`src/rtl/mul_sequencer_6801_pkg.sv`:
```
// Shared types for the 6801 MUL sequencer: accumulator control codes and FSM states.
package mul_sequencer_6801_pkg;

  typedef enum logic [2:0] {
    reset_acca,
    load_acca,
    load_hi_acca,
    pull_acca,
    latch_acca
  } acca_type;

  typedef enum logic [1:0] {
    reset_accb,
    load_accb,
    pull_accb,
    latch_accb
  } accb_type;

  typedef enum logic [1:0] {
    mul_idle,
    mul_calc,
    mul_write
  } mul_state_type;

endpackage

```
`src/rtl/mul_step_6801.sv`:
```
// One shift-add step of the MUL datapath: adds mcand * slice, shifted into place, to P.
module mul_step_6801 #(
  parameter int unsigned STEP_BITS = 1
) (
  input  logic [16:0]          p_i,
  input  logic [7:0]           mcand_i,
  input  logic [STEP_BITS-1:0] slice_i,
  input  logic [2:0]           shift_i,
  output logic [16:0]          p_o
);

  logic [16:0] partial;

  // Partial product for this slice, aligned to its bit position, accumulated into P.
  always_comb begin
    partial = (17'(mcand_i) * 17'(slice_i)) << shift_i;
    p_o     = p_i + partial;
  end

endmodule

```
`src/rtl/mul_sequencer_6801.sv`:
```
// 6801 MUL sequencer: captures ACCA/ACCB, multiplies by iterative shift-add,
// then requests a one-cycle load of the product into ACCA:ACCB.
module mul_sequencer_6801
  import mul_sequencer_6801_pkg::*;
#(
  parameter int unsigned STEP_BITS = 1
) (
  input  logic        clk,
  input  logic        rst_n,
  input  logic        hold,
  input  logic        start,
  input  logic [7:0]  a_in,
  input  logic [7:0]  b_in,
  output logic        busy,
  output logic        done,
  output logic [15:0] product,
  output logic        c_out,
  output acca_type    acca_ctrl,
  output accb_type    accb_ctrl
);

  localparam int unsigned CALC_CYCLES = 8 / STEP_BITS;
  localparam logic [2:0]  LAST_CNT    = 3'(CALC_CYCLES - 1);

  mul_state_type state_q, state_d;
  logic [7:0]    mcand_q, mcand_d;
  logic [7:0]    mplier_q, mplier_d;
  logic [16:0]   p_q, p_d;
  logic [2:0]    cnt_q, cnt_d;
  logic [15:0]   product_q, product_d;

  logic [2:0]           shift;
  logic [STEP_BITS-1:0] slice;
  logic [16:0]          p_next;

  // Select the multiplier slice consumed in the current CALC cycle.
  always_comb begin
    shift = cnt_q * 3'(STEP_BITS);
    slice = mplier_q[shift +: STEP_BITS];
  end

  mul_step_6801 #(
    .STEP_BITS(STEP_BITS)
  ) u_step (
    .p_i     (p_q),
    .mcand_i (mcand_q),
    .slice_i (slice),
    .shift_i (shift),
    .p_o     (p_next)
  );

  // State and datapath registers.
  always_ff @(posedge clk or negedge rst_n) begin
    if (!rst_n) begin
      state_q   <= mul_idle;
      mcand_q   <= '0;
      mplier_q  <= '0;
      p_q       <= '0;
      cnt_q     <= '0;
      product_q <= '0;
    end else begin
      state_q   <= state_d;
      mcand_q   <= mcand_d;
      mplier_q  <= mplier_d;
      p_q       <= p_d;
      cnt_q     <= cnt_d;
      product_q <= product_d;
    end
  end

  // Next-state logic and accumulator controls; hold freezes everything and blocks loads.
  always_comb begin
    state_d   = state_q;
    mcand_d   = mcand_q;
    mplier_d  = mplier_q;
    p_d       = p_q;
    cnt_d     = cnt_q;
    product_d = product_q;
    done      = 1'b0;
    acca_ctrl = latch_acca;
    accb_ctrl = latch_accb;
    if (!hold) begin
      case (state_q)
        mul_idle: begin
          if (start) begin
            mcand_d  = a_in;
            mplier_d = b_in;
            p_d      = '0;
            cnt_d    = '0;
            state_d  = mul_calc;
          end
        end
        mul_calc: begin
          p_d = p_next;
          if (cnt_q == LAST_CNT) begin
            // Product register is loaded on the last CALC edge so it is valid throughout WRITE.
            product_d = p_next[15:0];
            cnt_d     = '0;
            state_d   = mul_write;
          end else begin
            cnt_d = cnt_q + 3'd1;
          end
        end
        mul_write: begin
          done      = 1'b1;
          acca_ctrl = load_hi_acca;
          accb_ctrl = load_accb;
          state_d   = mul_idle;
        end
        default: state_d = mul_idle;
      endcase
    end
  end

  // Status outputs derived from registered state.
  always_comb begin
    busy    = (state_q != mul_idle);
    product = product_q;
    c_out   = product_q[7];
  end

endmodule

```
`config.mk`:
```
export PLATFORM = sky130hd
export DESIGN_NAME = mul_sequencer_6801
export DESIGN_NICKNAME = d
export VERILOG_FILES = /design/src/rtl/mul_sequencer_6801_pkg.sv /design/src/rtl/mul_step_6801.sv /design/src/rtl/mul_sequencer_6801.sv
export SDC_FILE = /design/constraint.sdc
export NUM_CORES = 1
export LEC_CHECK = 0
export CAP_MARGIN = 5
export CORE_ASPECT_RATIO = 0.8
export CORE_UTILIZATION = 55
export CTS_CLUSTER_DIAMETER = 40
export DETAILED_ROUTE_END_ITERATION = 10
export PLACE_DENSITY = 0.86
export SLEW_MARGIN = 20
export SYNTH_ARGS = -nofsm -noshare
export SYNTH_HDL_FRONTEND = slang
export SYNTH_SLANG_ARGS = --single-unit
```
`constraint.sdc`:
```
create_clock -name clk -period 4.5 [get_ports clk]
set_input_delay 0.45 -clock clk [delete_from_list [all_inputs] [get_ports clk]]
set_output_delay 0.45 -clock clk [all_outputs]
set_load 0.01 [all_outputs]
```
==> results_dict.tcl <==
set metrics [dict create \
    timing.rr.start "cnt_q[0]" \
    synth_area_leaders "dfrtp_1 (42%), mux2_2 (8.6%), ha_1 (7.2%), nand2_1 (5.4%), o21ai_0 (5.3%)" \
    vias 2475 \
    syn_inst 324 \
    maxCapViolations 0 \
    ios 44 \
    rr_endpoint "p_q[12]" \
    grt_pass1_vias 2392 \
    final_area_mm2 0.00366 \
    ctsResizeCount 0 \
    outcome "completed" \
    finClkSkew_ns 0.00464 \
    place_area_mm2 0.00356 \
    synth_top_area_share_pct 42.4 \
    power_leakage_uw 0.00166 \
    synth_top_area_cell "dfrtp_1" \
    vdd_drop_max_mv 0.378 \
    stdcell_count 433 \
    die-width_um 86.3 \
    rrSetupSlack_ns 0.78 \
    drt-vias-per-instance 5.72 \
    worst_pin_slew_ns 0.878 \
    ff2ff_path_depth 12 \
    antenna_found_initial 0 \
    overflow 0 \
    clock_latency_ns 0.30 \
    crit_start "cnt_q[0]" \
    fin_crit_ns 3.72 \
    ys_seq_elements 53 \
    comb_power_share_pct 50.4 \
    critical_path_class "reg2reg" \
    dieArea_mm2 0.00599 \
    clockPowerShare_pct 14.1 \
    crit_path_start_kind "flop" \
    core-area_mm2 0.00547 \
    p_int_uw 1240 \
    min_path_type "in2async" \
    required_ns 4.70 \
    synthesis.area_mm2 0.00313 \
    antennaDiodeCount 0 \
    crit_arrival_ns 3.92 \
    die_h_um 69.4 \
    yosysSeqAreaShare_pct 42.4 \
    synthFlopType "dfrtp_1" \
    synth_fp_nets 363 \
    switchingPower_uw 860 \
    dpl.hpwl_um 4830 \
    grt_max_degree 54 \
    critPathCaptureType "flop" \
    min_period_over_period_pct 82.7 \
    drc_errors 0 \
    drive_gt1_share_pct 12.1 \
    synth_edf_count 0 \
    hold_viol_final 0 \
    drtIter0Drc 194 \
    cp_max_fo 18 \
    setup_viol 0 \
    place_congestion 0.928 \
    cts.sinks 53 \
    cts_tree "built" \
    holdBufCountCts 0 \
    cts_buffers 5 \
    clkSlewWorstSetupHoldPaths_ns 0.09 \
    rsz0062_at_grt "no" \
    htree_levels 2 \
    wl_um 6750 \
    power.density_mw_per_mm2 574 \
    dr.pass1.iters 4 \
    syn_area_per_cell_um2 9.65 \
    slew_headroom_pct 41.3 \
    rows 24 \
    async_flop_share_pct 100 \
    initial_core_util_pct 57.2 \
    yosysUniqueCellTypes 46 \
    num-nets-final 393 \
    dp_cells 425 \
    p_sw_share_pct 41.0 \
    slew_viol_final 0 \
    post_drt_wl_per_cell_um 15.6 \
    synth_warnings 0 \
    fmax_mhz 269 \
    holdWs_ns 0.253 \
    cts_post_setup_buffers_inserted 0 \
    portBuffers 41 \
    antenna_left 0 \
    cts_buffer_depth 2 \
    cts-root-buf "clkbuf_8" \
    grt_usage_pct 24.4 \
    power_frac_seq_pct 35.5 \
    grt_pass1_wl_um 11400 \
    finalSetupTns_ns 0 \
    synthToLayoutAreaGrowth_pct 17.0 \
]
==> Yosys cell counts, drive strengths merged, types with 3 or more instances <==
library cell and n:
a21o 6, a21oi 16, a22o 4, and2 6
and3 3, buf 8, clkbuf 14, dfrtp 53
ha 18, inv 4, mux2 24, mux2i 6
nand2 45, nand2b 4, nor2 25, nor2b 3
nor3 5, o21ai 34, o31ai 3, xnor2 4
xor2 8
==> layout make-up <==
cell class	count	area [µm²]
fill	437	1810
multi-input combinational	245	1680
sequential	53	1330
timing repair buffer	45	435
tap	78	97.6
clock buffer	7	96.3
inverter	4	15.0
clock inverter	1	5.00
==> worst max path at each step <==
stage                     depth (start not counted)  slack (ns)       to
after floorplan                                  13        1.11  p_q[12]
after global placement                           12        0.99  p_q[12]
after detailed placement                         12        0.88  p_q[12]
after CTS                                        12        0.83  p_q[12]
after global routing                             11        0.60  p_q[12]
final                                            12        0.78  p_q[12]
==> layout by cell type (no fill, tap or decap), types with 4 or more instances in the layout <==
| master | instances |
|---|---|
| mux2i_1 | 6 |
| nor2_1 | 25 |
| o21ai_0 | 32 |
| a21oi_1 | 16 |
| and2_1 | 6 |
| nand2b_1 | 4 |
| nand2_1 | 45 |
| mux2_2 | 24 |
| clkdlybuf4s50_1 | 40 |
| ha_1 | 18 |
| nor3_1 | 5 |
| buf_4 | 4 |
| clkbuf_8 | 7 |
| inv_1 | 4 |
| xor2_1 | 8 |
| a22o_1 | 4 |
| dfrtp_1 | 53 |
| a21o_1 | 6 |
| xnor2_1 | 4 |
==> metal layers <==
metal,GRT usage (%),wire length (µm),vias to the layer above
met5,0,0,-
met4,5.93,57,0
met1,33.4,3120,1209
met3,4.29,319,7
met2,40.4,3250,68
li1,-,-,1191
==> through the flow <==
| step | util, % | power (µW) | setup WS, ns |
|---|---|---|---|
| 2_1_floorplan | - | 1500 | 1.11 |
| 3_3_place_gp | 65.1 | 1750 | 0.985 |
| 3_5_place_dp | 65.1 | 1780 | 0.883 |
| 4_1_cts | 67.0 | 2100 | 0.828 |
| 5_1_grt | 67.0 | 2260 | 0.597 |
| 6_report | 67.0 | 2100 | 0.777 |
==> sequential cells by signal, indices dropped and copies added (netlist names) <==
name and count:
p_q 16, product 16, mcand_q 8, mplier_q 8, cnt_q 3, state_q 2
==> power by group through the flow <==
stage / sequential, µW / clock, µW / combinational [µW]
6_report: 745 / 296 / 1060
5_1_grt: 765 / 319 / 1180
4_1_cts: 743 / 302 / 1050
3_5_place_dp: 752 / 0 / 1030
3_3_place_gp: 745 / 0 / 1010
2_1_floorplan: 707 / 0 / 789
==> cells by family after synthesis <==
family | count (synthesis) | synth area share (%)
xor+xnor | 12 | 3.36
fa+ha+maj | 19 | 7.84
compound gates | 82 | 16.4
simple gates | 98 | 14.0
other cells | 2 | 0.240
mux | 32 | 12.0
buf+inv | 26 | 3.72
flops | 53 | 42.4
==> critical path, stage by stage, from the launching register on <==
cell	delay [ns]
dfrtp_1	0.34
buf_4	0.24
mux4_2	0.55
nand2b_1	0.18
and2_1	0.30
nor2_1	0.09
ha_1	0.35
a21o_1	0.23
a221oi_2	0.37
o21ai_1	0.17
o21a_1	0.20
or3_1	0.33
a32o_1	0.27
No activity file was read; power rests on OpenSTA's default activity.
